<file path="config.mk">
export PLATFORM = sky130hd
export DESIGN_NAME = stack_port_ctrl
export DESIGN_NICKNAME = d
export VERILOG_FILES = /design/src/rtl/stack_port_ctrl.sv
export SDC_FILE = /design/constraint.sdc
export NUM_CORES = 1
export LEC_CHECK = 0
export BUFFER_PORTS_ARGS = -buffer_cell sky130_fd_sc_hd__buf_4
export CORE_MARGIN = 4
export CORE_UTILIZATION = 49
export DETAILED_ROUTE_END_ITERATION = 16
export GPL_TIMING_DRIVEN = 0
export PLACE_DENSITY = 0.89
export SYNTH_ARGS = -nofsm -noshare
export SYNTH_HDL_FRONTEND = slang
export SYNTH_SLANG_ARGS = --single-unit
</file>
<file path="constraint.sdc">
create_clock -name clk -period 5.46 [get_ports clk]
set_input_delay 0.273 -clock clk [delete_from_list [all_inputs] [get_ports clk]]
set_output_delay 0.273 -clock clk [all_outputs]
set_load 0.1 [all_outputs]
</file>
<file path="src/rtl/stack_port_ctrl.sv">
// rtl/stack_port_ctrl.sv - upstream push / read-request front end for an external LIFO stack
// Words are pushed from a valid/ready stream; a read pops one word and holds it until taken.
module stack_port_ctrl #(
   parameter int DATA_W = 8,
   parameter int DEPTH  = 8,
   localparam int OCC_W = $clog2(DEPTH + 1)
) (
   input  logic              clk,
   input  logic              rstn,
   input  logic              in_valid,
   input  logic [DATA_W-1:0] in_data,
   output logic              in_ready,
   input  logic              rd_req,
   output logic              rd_valid,
   output logic [DATA_W-1:0] rd_data,
   input  logic              rd_ready,
   output logic              stk_push,
   output logic              stk_pop,
   output logic [DATA_W-1:0] stk_din,
   input  logic [DATA_W-1:0] stk_dout,
   input  logic              stk_empty,
   input  logic              stk_full,
   output logic [OCC_W-1:0]  occ,
   output logic              udf_err
);

   typedef enum logic [1:0] {
      IDLE = 2'd0,
      POP  = 2'd1,
      CAPT = 2'd2,
      HOLD = 2'd3
   } state_t;

   localparam logic [OCC_W-1:0] OCC_MAX = OCC_W'(DEPTH);

   state_t              state_q, state_d;
   logic                rd_pend_q, rd_pend_d;
   logic                rd_valid_q, rd_valid_d;
   logic [DATA_W-1:0]   rd_data_q, rd_data_d;
   logic [OCC_W-1:0]    occ_q, occ_d;
   logic                udf_err_q, udf_err_d;
   logic                push_w;
   logic                pop_w;

   // A pending pop on a non-empty stack closes the write side so push and pop never overlap.
   assign in_ready = (state_q == IDLE) & ~stk_full & ~(rd_pend_q & ~stk_empty);
   assign push_w   = in_valid & in_ready;
   assign pop_w    = (state_q == POP);

   assign stk_push = push_w;
   assign stk_din  = in_data;
   assign stk_pop  = pop_w;
   assign rd_valid = rd_valid_q;
   assign rd_data  = rd_data_q;
   assign occ      = occ_q;
   assign udf_err  = udf_err_q;

   always_ff @(posedge clk or negedge rstn) begin
      if (!rstn) begin
         state_q    <= IDLE;
         rd_pend_q  <= 1'b0;
         rd_valid_q <= 1'b0;
         rd_data_q  <= '0;
         occ_q      <= '0;
         udf_err_q  <= 1'b0;
      end else begin
         state_q    <= state_d;
         rd_pend_q  <= rd_pend_d;
         rd_valid_q <= rd_valid_d;
         rd_data_q  <= rd_data_d;
         occ_q      <= occ_d;
         udf_err_q  <= udf_err_d;
      end
   end

   always_comb begin
      state_d    = state_q;
      rd_pend_d  = rd_pend_q;
      rd_valid_d = rd_valid_q;
      rd_data_d  = rd_data_q;
      udf_err_d  = udf_err_q;
      unique case (state_q)
         IDLE: begin
            if (rd_pend_q && !stk_empty) begin
               state_d   = POP;
               rd_pend_d = 1'b0;
            end else if (rd_req && !rd_pend_q) begin
               // A same-cycle push makes the stack non-empty in time for the pop.
               if (!stk_empty || push_w) begin
                  rd_pend_d = 1'b1;
               end else begin
                  udf_err_d = 1'b1;
               end
            end
         end
         POP: begin
            state_d = CAPT;
         end
         CAPT: begin
            rd_data_d  = stk_dout;
            rd_valid_d = 1'b1;
            state_d    = HOLD;
         end
         HOLD: begin
            if (rd_valid_q && rd_ready) begin
               rd_valid_d = 1'b0;
               state_d    = IDLE;
            end
         end
         default: begin
            state_d = IDLE;
         end
      endcase
   end

   always_comb begin
      occ_d = occ_q;
      if (push_w && (occ_q != OCC_MAX)) begin
         occ_d = occ_q + OCC_W'(1);
      end else if (pop_w && (occ_q != '0)) begin
         occ_d = occ_q - OCC_W'(1);
      end
   end

   a_no_push_pop: assert property (@(posedge clk) disable iff (!rstn) !(stk_push && stk_pop));
   a_hold_stable: assert property (@(posedge clk) disable iff (!rstn)
                                   (rd_valid && !rd_ready) |=> (rd_valid && $stable(rd_data)));

endmodule

</file>
Word level (Yosys, flattened, before mapping):

Index checks and enable logic that the tools add are counted.

* register bits: 17
* output and inout bits: 25
* word-level logic and storage cells: 51

* reductions and logical operators: 18
* muxes and demuxes: 10
* add/sub/neg operators: 2
* eq/ne operators: 6
* bitwise gates (word level): 9

Operators by type and width (count)
* $mux 4: 2
* $pmux 2 s4: 1
* $reduce_bool 2->1: 4
* $logic_and 1x1->1: 5
* $not 1->1: 5
* $add 4x1->4 const B: 1
* $and 1x1->1: 4
* $eq 2x2->1 const B: 2
* $mux 1: 4
* $mux 2: 2
* $ne 4x4->1 const B: 1
* $reduce_and 2->1: 2
* $reduce_and 4->1: 1
* $reduce_bool 4->1: 1
* $sub 4x1->4 const B: 1
* $reduce_and 3->1: 1
* $eq 2x1->1 const B: 1
* $logic_not 1->1: 2
* $logic_not 2->1: 1
* $ne 2x1->1 const B: 1
* $ne 2x2->1 const B: 1
* $pmux 1 s2: 1
* $logic_or 1x1->1: 1

Depth between registers and ports, before layout:

Gate-level depths: netlist of run 1.

* depth after elaboration: 9
* gate-level depth with buffers: 12
* depth with buffers taken out: 11

Worst setup path before layout of run 1:

OpenSTA, ideal clock, no wires.

* kind: reg2reg
* start point: register occ_q[0], in the netlist occ[0]
* end point: register occ_q[3], in the netlist occ[3]
* required time: 5292 ps
* data arrival time: 2644 ps
* cell stages (with the launch flop): 9
* setup time: 168 ps
* buffers on the path: 0
* path slack: 2648 ps
* cells stage by stage: dfrtp_1 > nor3_1 > nand2_1 > nand2_1 > ha_1 > nand3_1 > a2111oi_0 > a22o_1 > a221oi_2

* longest elaborated chain between the ends: 3

Ends and longest elaborated chain
* start: declaration: line 40 `logic [OCC_W-1:0] occ_q, occ_d;`
* start signal: assignment: line 64 `occ_q <= '0;`
* start signal: assignment: line 71 `occ_q <= occ_d;`
* $sub 4x1->4 (tied with other cells): line 121 `occ_d = occ_q - OCC_W'(1);`
* $mux 4 (tied with other cells): line 120 `end else if (pop_w && (occ_q != '0)) begin`
* $mux 4 / $reduce_bool 2->1 (equally long branches)

Parallel ways exist; a longest one is shown, timed or not. The select of a mux whose other input is x is not followed.
A chain may end at the register's enable or synchronous reset.

Worst setup path after layout of run 1:

* start point: register state_q[1]
* end point: register occ_q[3], in the netlist occ[3]

* longest elaborated chain between the ends: 6

Ends and longest elaborated chain
* start: declaration: line 36 `state_t state_q, state_d;`
* start signal: assignment: line 67 `state_q <= state_d;`
* $logic_not 2->1: line 46 `assign in_ready = (state_q == IDLE) & ~stk_full & ~(rd_pend_q & ~stk_empty);`
* $and 1x1->1 (2 in a row): line 46
* $and 1x1->1: line 47 `assign push_w = in_valid & in_ready;`
* $logic_and 1x1->1: line 118 `if (push_w && (occ_q != OCC_MAX)) begin`
* $mux 4 / $reduce_bool 2->1 (equally long branches)

Parallel ways exist; a longest one is shown, timed or not.

==> reports/results.tsv, run 1 <==
stage	metric	value	unit
yosys	synthCells	95	
timing	skew	0.00276	ns
timing	fmax	334	MHz
clock_tree	cts_tree	done	
final_layout	register_area	425	um^2
timing	relSlewSlack	0.585	
worst_setup_path	critPathLaunchType	register	
die	die-area	2880	um^2
global_route	first_global_vias	873	
worst_setup_path	crit_top_cell	ha_1	
timing	min_period	3.00	ns
place	placed_cell_area	1350	um^2
die	core-area	1960	um^2
final_layout	stdcell_area	1390	um^2
final_layout	multiInputGateArea	468	um^2
detailed_routing	drc	0	
timing	fin_setup_tns	0	ns
clock_tree	h-tree-depth	1	
clock_tree	cts-root-buf	clkbuf_4	
detailed_routing	vias	861	
yosys	ys_seq_area_frac	0.416	
global_route	grt_overflow	0	
die	start_util	0.521	
worst_setup_path	crit_path_max_fanout	7	
worst_setup_path	slowest_delay	0.61	ns
final_layout	nets	171	
clock_tree	cts_sinks	17	
place	portBuffers	39	
final_layout	diodes	0	
place	placedCellCount	161	
final_layout	fillers	166	
timing	finalHoldViolCount	0	
final_layout	fin_cells	166	
die	fp.dieH	53.7	um
timing	drv_slew	0	
timing	finalCritPeriodShare	0.549	
clock_tree	cts_setup_buffers	0	
worst_setup_path	cp_cell_sequence	inv_1, ha_1, nand2b_1, or3_1, buf_6, clkinv_8, nand2_1, ha_1, a21oi_1, a2111oi_0, a211oi_1, a221oi_2	
yosys	syn_area	1020	um^2
yosys	ys_types	33	
clock_tree	clkSlewWorstSetupHoldPaths	0.09	ns
worst_setup_path	rr_worst_depth	12	
clock_tree	clk_path_buf_depth	2	
detailed_routing	drtIter0Drc	9	
timing	setup_viol	0	
global_route	track_usage	0.178	
detailed_routing	wl_per_cell	13.5	um
flow_run	maxCapViolCount	0	
global_route	grt_pass1_wl	3660	um
yosys	synth.top_cell.area_share	0.416	
detailed_routing	vias_per_cell	5.19	
worst_setup_path	required	5.66	ns
final_layout	final_util	0.706	
yosys	ys_ff_latch	17	
clock_tree	insertion_delay	0.29	ns
die	die-width	53.7	um
status	status	complete, no violations	
final_layout	final_common_cell	buf_4	
place	post-dp-hpwl	1790	um
worst_setup_path	cpMaxStageDelayCell	a2111oi_0	
place	globalplace.congestion	0.744	
worst_setup_path	r2r-end	occ[3]$_DFFE_PN0P_	
worst_setup_path	crit_path_end	occ[3]$_DFFE_PN0P_	
die	pin_count	48	
yosys	syn_nets	126	
clock_tree	cts_buffers	3	
hold_path	hold_path_class	input port to register	
yosys	synth.avg_cell_area	10.8	um^2
detailed_routing	routed_wl	2240	um
yosys	synth_warnings	0	
worst_setup_path	critPathKind	register to register	
yosys	yosysTopAreaCell	dfrtp_1	
worst_setup_path	worstPathArrival	3.20	ns
detailed_routing	antenna_left	0	
yosys	synth_area_leaders	dfrtp_1, mux2_2, ha_1	
worst_setup_path	r2r-start	state_q[1]$_DFFE_PN0P_	
final_layout	layout-drive-gt1-share	0.460	
worst_setup_path	end_kind	register	
timing	rsz0062_at_grt	false	
final_layout	syn_to_final_growth	35.5	%
worst_setup_path	cp-startpoint	state_q[1]$_DFFE_PN0P_	
worst_setup_path	r2r_slack	2.46	ns
detailed_routing	drtPass1Iterations	4	
global_route	grt_max_degree	18	
global_route	antenna_found_initial	0	
die	std_cell_rows	16	
timing	worst_pin_slew	0.607	ns
final_layout	most-common-layout-cells	buf_4, dfrtp_1, nand2_1, mux2_2	
layer usage:
layer  track usage  up-vias  share of wire
met1         0.198      414           0.40
met5             0        -              0
met2         0.313       33           0.51
li1              -      410              -
met3        0.0360        4          0.070
met4         0.102        0          0.018
how the worst min path moves through the flow:
stage / start / end / slack [ns] / cells past startpoint
after detailed placement: rstn / rd_data[5]$_DFFE_PN0P_ / 0.15 / 1
after global placement: rstn / rd_data[6]$_DFFE_PN0P_ / 0.14 / 1
final: rd_ready / rd_valid$_DFFE_PN0P_ / 0.18 / 2
after global routing: rd_ready / rd_valid$_DFFE_PN0P_ / 0.15 / 2
after CTS: rd_ready / rd_valid$_DFFE_PN0P_ / 0.16 / 2
after floorplan: rstn / occ[0]$_DFFE_PN0P_ / -0.02 / 0
cells by family (layout without fill, tap and decap cells):
| kind of cell | count (synthesis) | in the layout | share of synthesized area |
|---|---|---|---|
| adder cells (fa/ha/maj) | 8 | 8 | 0.105 |
| AND/OR/NAND/NOR | 21 | 21 | 0.105 |
| multiplexers | 9 | 9 | 0.0979 |
| AO/OA/AOI/OAI | 19 | 19 | 0.141 |
| buffers and inverters | 20 | 64 | 0.126 |
| flip-flops | 17 | 17 | 0.416 |
| XOR/XNOR | 1 | 1 | 0.00857 |
registers in the layout (all words and copies together) (netlist names):
signal	flops
rd_data	8
occ	4
state_q	2
rd_pend_q	1
rd_valid	1
udf_err	1
synthesized netlist by cell type:
| cell | number |
|---|---|
| clkbuf_1 | 1 |
| nand3_1 | 1 |
| a2111oi_0 | 1 |
| dfrtp_1 | 17 |
| clkinv_8 | 1 |
| o21ai_0 | 4 |
| mux2_2 | 8 |
| nand2_1 | 8 |
| fa_1 | 1 |
| inv_1 | 7 |
| a2bb2oi_1 | 2 |
| xnor2_1 | 1 |
| a222oi_1 | 2 |
| mux2i_1 | 1 |
| nor2_1 | 4 |
| a221oi_2 | 1 |
| and3_1 | 1 |
| nand2b_1 | 2 |
| nor3_1 | 1 |
| a21oi_1 | 3 |
| ha_1 | 7 |
| o22ai_1 | 1 |
| buf_6 | 1 |
| a21oi_2 | 1 |
| a211oi_1 | 1 |
| nand3b_1 | 1 |
| a22o_1 | 1 |
| or3_1 | 2 |
| nor2b_4 | 1 |
| o31ai_1 | 1 |
| a31o_1 | 1 |
| buf_4 | 9 |
| clkinv_1 | 1 |
metrics by stage:
step	hold WS [ns]	setup WS [ns]
final	0.177	2.46
after floorplan	-0.0226	2.65
after global routing	0.151	2.20
after CTS	0.160	2.48
after global placement	0.144	2.63
after detailed placement	0.149	2.50
repair_timing:
item / 4_1_cts / 5_1_grt
gates resized for setup: 0 / 0
hold buffers: 1 / 0
endpoints found under the hold margin: 17 / 0
worst max-delay path, delay by kind of cell (launching register included):
| family | cells | cell delay, ns |
|---|---|---|
| and+or+nand+nor | 3 | 0.52 |
| adders and majority gates | 2 | 0.59 |
| buffers and inverters | 3 | 0.34 |
| DFF | 1 | 0.41 |
| AOI/OAI and AO/OA | 4 | 1.04 |
layout make-up:
type	count	share of cell area
buffer	11	0.0596
clock buffer	4	0.0190
inverter	9	0.0334
multi-input combinational	58	0.338
sequential	17	0.307
tap	27	0.0244
timing repair buffer	40	0.219
Power of run 1 is not shown: default switching activity piles up to over one toggle a cycle in this logic, so the estimate is an artifact.
==> run 2, diff against run 1 <==
--- a/config.mk
+++ b/config.mk
@@ -5,12 +5,13 @@
 export SDC_FILE = /design/constraint.sdc
 export NUM_CORES = 1
 export LEC_CHECK = 0
+export ABC_AREA = 1
 export BUFFER_PORTS_ARGS = -buffer_cell sky130_fd_sc_hd__buf_4
 export CORE_MARGIN = 4
-export CORE_UTILIZATION = 49
+export CORE_UTILIZATION = 40
 export DETAILED_ROUTE_END_ITERATION = 16
 export GPL_TIMING_DRIVEN = 0
-export PLACE_DENSITY = 0.89
+export PLACE_DENSITY = 0.79
 export SYNTH_ARGS = -nofsm -noshare
 export SYNTH_HDL_FRONTEND = slang
 export SYNTH_SLANG_ARGS = --single-unit
==> constraint.sdc (replaced) <==
create_clock -name clk -period 2.6 [get_ports clk]
set_input_delay 0.13 -clock clk [delete_from_list [all_inputs] [get_ports clk]]
set_output_delay 0.13 -clock clk [all_outputs]
set_load 0.1 [all_outputs]
==> reports/results.tsv, run 2 <==
stage	metric	value	unit
status	status	complete, no violations	
die	std_cell_rows	17	
global_route	grt_pass1_wl	3510	um
timing	fmax	464	MHz
hold_path	hold_depth	2	
hold_path	holdPathEnd	rd_valid$_DFFE_PN0P_	
timing	rsz0062_at_grt	false	
worst_setup_path	cp-startpoint	state_q[0]$_DFFE_PN0P_	
yosys	syn_area	987	um^2
hold_path	hold_path_class	input port to register	
global_route	grt_overflow	0	
yosys	synthCells	98	
yosys	synth-edff-count	0	
yosys	synth_warnings	0	
detailed_routing	routed_wl	2040	um
worst_setup_path	critPathKind	register to register	
place	portBuffers	39	
timing	drv_slew	0	
final_layout	syn_to_final_growth	37.0	%
global_route	grt_max_degree	18	
yosys	synth_area_leaders	dfrtp_1, mux2_2, ha_1	
clock_tree	clk_path_buf_depth	2	
worst_setup_path	r2r-end	occ[3]$_DFFE_PN0P_	
yosys	ys_ff_latch	17	
detailed_routing	vias_per_cell	4.69	
place	globalplace.congestion	0.725	
die	pin_count	48	
detailed_routing	antenna_left	0	
flow_run	maxCapViolCount	0	
worst_setup_path	end_kind	register	
die	die-width	57.7	um
yosys	synth-main-ff-cell	dfrtp_1	
worst_setup_path	crit_path_max_fanout	6	
worst_setup_path	r2r-start	state_q[0]$_DFFE_PN0P_	
final_layout	nets	174	
clock_tree	insertion_delay	0.28	ns
global_route	antenna_found_initial	0	
detailed_routing	drtPass1Iterations	4	
timing	finalCritPeriodShare	0.828	
detailed_routing	drtIter0Drc	16	
clock_tree	cts_tree	done	
final_layout	diodes	0	
timing	finalHoldViolCount	0	
yosys	syn_nets	129	
place	post-dp-hpwl	1730	um
timing	worst_pin_slew	0.284	ns
yosys	ys_types	24	
yosys	ys_seq_area_frac	0.431	
timing	fin_setup_tns	0	ns
global_route	track_usage	0.133	
yosys	synth.top_cell.area_share	0.431	
worst_setup_path	worstPathArrival	2.33	ns
worst_setup_path	rr_worst_depth	12	
final_layout	most-common-layout-cells	buf_4, dfrtp_1, nand2_1	
clock_tree	cts-root-buf	clkbuf_4	
hold_path	hold_start	rd_ready	
timing	min_period	2.15	ns
die	start_util	0.434	
die	die-area	3330	um^2
clock_tree	cts_sinks	17	
final_layout	fillers	207	
detailed_routing	wl_per_cell	12.0	um
global_route	first_global_vias	890	
timing	skew	0.00188	ns
worst_setup_path	required	2.78	ns
yosys	yosysMostFrequentCell	dfrtp_1	
die	core-area	2280	um^2
yosys	async_flop_share	1.00	
detailed_routing	drc	0	
final_layout	final_common_cell	buf_4	
timing	setup_viol	0	
clock_tree	ctsResizeCount	0	
worst_setup_path	r2r_slack	0.45	ns
die	fp.dieH	57.7	um
yosys	synth.avg_cell_area	10.1	um^2
clock_tree	cts_buffers	3	
final_layout	largest_reg_flops	8	
worst_setup_path	critPathLaunchType	register	
clock_tree	clkSlewWorstSetupHoldPaths	0.10	ns
yosys	synthTopCellsByCount	dfrtp_1, nand2_1, inv_1	
yosys	yosysTopAreaCell	dfrtp_1	
final_layout	layout-drive-gt1-share	0.486	
timing	relSlewSlack	0.812	
clock_tree	h-tree-depth	1	
detailed_routing	vias	797	
[run 2: cell count changes in the layout (fill, tap and decap cells not counted), moves of 2 or more]
cell and change:
nand3_1 +7, a2bb2oi_1 -2, nand2_1 +6, a222oi_1 -2, nor2_2 +2, nand2b_1 -2, clkbuf_1 -2, a21oi_1 -3
or3_1 -2, inv_1 +4
[run 2: per-layer routing]
metal  vias to the layer above  share of wire  track usage  wire [um]
li1                        392              -            -          -
met1                       376           0.38        0.136        779
met2                        27           0.53        0.244       1080
met3                         2          0.086       0.0423        175
met4                         0         0.0054       0.0596         11
met5                         -              0            0          0
[run 2: cells by family (layout without fill, tap and decap cells)]
kind of cell | after synthesis | count (layout) | share of synthesized area
AOI/OAI and AO/OA | 9 | 9 | 0.0596
xor gates and xnor gates | 2 | 2 | 0.0254
adders and majority gates | 8 | 8 | 0.109
buffers and inverters | 21 | 65 | 0.112
DFF | 17 | 17 | 0.431
muxes | 8 | 8 | 0.0913
and+or+nand+nor | 33 | 33 | 0.172
[run 2: per-stage QoR]
| step | cells | cell area [um^2] | hold slack, ns | util | worst slack [ns] |
|---|---|---|---|---|---|
| 5_1_grt | 170 | 1350 | 0.0325 | 0.594 | 0.285 |
| 2_1_floorplan | 98 | 987 | -0.166 | - | 0.0338 |
| 4_1_cts | 170 | 1350 | 0.0371 | 0.594 | 0.433 |
| 3_5_place_dp | 165 | 1320 | 0.00745 | 0.578 | 0.442 |
| 3_3_place_gp | 165 | 1320 | 0.00362 | 0.578 | 0.510 |
| 6_report | 170 | 1350 | 0.0457 | 0.594 | 0.446 |
[run 2: what timing repair did]
action,4_1_cts,5_1_grt
endpoints found under the hold margin,17,0
hold buffers,1,0
buffers inserted,0,0
endpoints found under the setup margin,0,0
[run 2: cell type report]
class                      count  area [um^2]  area share
buffer                         9         65.1      0.0481
clock buffer                   3         22.5      0.0167
clock inverter                 1         5.00     0.00370
inverter                      12         45.0      0.0333
multi-input combinational     60          452       0.334
sequential                    17          425       0.315
tap                           28         35.0      0.0259
timing repair buffer          40          303       0.224
[run 2: worst max path at each step]
stage	end
2_1_floorplan	occ[3]$_DFFE_PN0P_
3_3_place_gp	occ[3]$_DFFE_PN0P_
3_5_place_dp	occ[3]$_DFFE_PN0P_
4_1_cts	occ[3]$_DFFE_PN0P_
5_1_grt	occ[3]$_DFFE_PN0P_
6_report	occ[3]$_DFFE_PN0P_
[run 2: worst max-delay path: stages, from the launching register on]
cell,delay (ns)
dfrtp_1,0.41
inv_1,0.13
ha_1,0.27
nand2_2,0.09
nor2_4,0.13
nand3_4,0.13
ha_1,0.35
nand3_1,0.10
nand3_1,0.11
o21ai_2,0.17
nand2_1,0.06
nand2_1,0.05
nand2_1,0.05
Power of run 2 is left out for the same reason.
==> run 3, diff against run 2 <==
--- a/config.mk
+++ b/config.mk
@@ -5,13 +5,13 @@
 export SDC_FILE = /design/constraint.sdc
 export NUM_CORES = 1
 export LEC_CHECK = 0
-export ABC_AREA = 1
+export ABC_AREA = 0
 export BUFFER_PORTS_ARGS = -buffer_cell sky130_fd_sc_hd__buf_4
 export CORE_MARGIN = 4
-export CORE_UTILIZATION = 40
+export CORE_UTILIZATION = 45
 export DETAILED_ROUTE_END_ITERATION = 16
 export GPL_TIMING_DRIVEN = 0
-export PLACE_DENSITY = 0.79
+export PLACE_DENSITY = 0.83
 export SYNTH_ARGS = -nofsm -noshare
 export SYNTH_HDL_FRONTEND = slang
 export SYNTH_SLANG_ARGS = --single-unit
==> constraint.sdc (replaced) <==
create_clock -name clk -period 2.1 [get_ports clk]
set_input_delay 0.105 -clock clk [delete_from_list [all_inputs] [get_ports clk]]
set_output_delay 0.105 -clock clk [all_outputs]
set_load 0.1 [all_outputs]
==> reports/results.tsv, run 3 (same netlist as run 1, synthesis figures left out) <==
stage	metric	value	unit
status	status	complete, but fails checks	
status	violations	negative setup slack	
timing	setup_viol	3	
worst_setup_path	critPathLaunchType	register	
place	placedCellCount	161	
detailed_routing	vias	913	
worst_setup_path	required	2.26	ns
final_layout	layout-drive-gt1-share	0.599	
global_route	first_global_vias	970	
place	placed_cell_area	1410	um^2
place	portBuffers	39	
final_layout	final_common_cell	buf_4	
worst_setup_path	critPathKind	register to register	
worst_setup_path	rr_worst_depth	12	
die	start_util	0.496	
die	fp.dieH	55.7	um
detailed_routing	vias_per_cell	5.10	
die	die-area	3100	um^2
timing	min_period	2.38	ns
place	globalplace.congestion	0.775	
clock_tree	cts_sinks	17	
worst_setup_path	worstPathArrival	2.54	ns
flow_run	maxCapViolCount	0	
timing	relSlewSlack	0.658	
hold_path	hold_depth	2	
final_layout	syn_to_final_growth	55.3	%
final_layout	most-common-layout-cells	buf_4, dfrtp_1, mux2_2	
detailed_routing	antenna_left	0	
detailed_routing	drtPass1Iterations	4	
detailed_routing	routed_wl	2550	um
clock_tree	cts_buffers	3	
die	std_cell_rows	16	
final_layout	fin_cells	179	
clock_tree	clkSlewWorstSetupHoldPaths	0.10	ns
clock_tree	clk_path_buf_depth	2	
clock_tree	cts-root-buf	clkbuf_4	
global_route	track_usage	0.172	
place	dp_slack	-0.448	ns
timing	skew	0.00592	ns
die	core-area	2060	um^2
timing	drv_slew	0	
timing	finalCritPeriodShare	1.13	
die	pin_count	48	
global_route	grt_pass1_wl	4300	um
detailed_routing	drc	0	
worst_setup_path	end_kind	register	
die	die-width	55.7	um
hold_path	hold_path_class	input port to register	
timing	fmax	420	MHz
clock_tree	cts_tree	done	
clock_tree	insertion_delay	0.29	ns
timing	worst_pin_slew	0.513	ns
timing	finalHoldViolCount	0	
global_route	grt_overflow	0	
detailed_routing	drtIter0Drc	22	
global_route	antenna_found_initial	0	
timing	rsz0062_at_grt	true	
final_layout	stdcell_area	1590	um^2
clock_tree	h-tree-depth	1	
worst_setup_path	crit_path_max_fanout	3	
timing	fin_ws	-0.278	ns
final_layout	diodes	0	
final_layout	nets	184	
detailed_routing	wl_per_cell	14.3	um
place	post-dp-hpwl	1860	um
final_layout	largest_reg_flops	8	
timing	hold_slack	0.0417	ns
global_route	grt_max_degree	18	
run 3: cell types whose count changed in the layout (fill, tap and decap cells not counted), moves of 3 or more:
cell / change
dfrtp_1: -3
inv_1: -6
nand2_1: -7
nand3_1: -8
buf_4: +12
dfrtp_2: +3
run 3: critical path, cell delays in order, from the launching register on:
cell and delay [ns]:
dfrtp_1 0.40, inv_2 0.09, ha_4 0.15, nand2b_4 0.05
or3_1 0.32, buf_6 0.14, clkinv_8 0.05, nand2_8 0.05
ha_4 0.30, a21oi_2 0.08, a2111oi_4 0.37, a22o_1 0.20
a221oi_2 0.06
run 3: final timing paths:
check	from	slack, ns	endpoint
setup / recovery	state_q[1]$_DFFE_PN0P_	-0.28	occ[3]$_DFFE_PN0P_
hold / removal	stk_dout[7]	0.04	rd_data[7]$_DFFE_PN0P_
setup reg to reg	state_q[1]$_DFFE_PN0P_	-0.28	occ[3]$_DFFE_PN0P_
hold reg to reg	udf_err$_DFFE_PN0P_	0.48	udf_err$_DFFE_PN0P_
max in group asynchronous	rstn	1.68	occ[2]$_DFFE_PN0P_
min in group asynchronous	rstn	0.21	rd_data[3]$_DFFE_PN0P_
run 3: area by class of cell:
cell class | count | area, um^2
timing repair buffer | 53 | 410
multi-input combinational | 58 | 559
buffer | 11 | 82.6
tap | 27 | 33.8
inverter | 9 | 46.3
clock buffer | 4 | 26.3
fill | 129 | 474
sequential | 17 | 429
run 3: through the flow:
step / utilization / setup TNS (ns)
6_report: 0.770 / -0.643
5_1_grt: 0.770 / -0.946
4_1_cts: 0.751 / -0.625
3_5_place_dp: 0.684 / -1.01
3_3_place_gp: 0.684 / -0.842
2_1_floorplan: - / -0.920
run 3: layer usage:
metal / track usage / wire, um / up-vias
li1: - / - / 437
met1: 0.181 / 976 / 439
met2: 0.313 / 1370 / 33
met3: 0.0603 / 178 / 4
met4: 0.0625 / 27 / 0
met5: 0 / 0 / -
run 3: repair_timing:
| item | 4_1_cts | 5_1_grt |
|---|---|---|
| resized for setup | 6 | 2 |
| pin swaps | 10 | 4 |
| hold endpoints to repair | 17 | 1 |
| setup endpoints to repair | 3 | 3 |
| buffers inserted | 9 | 3 |
| hold buffers | 1 | 1 |
Power of run 3 is left out for the same reason.
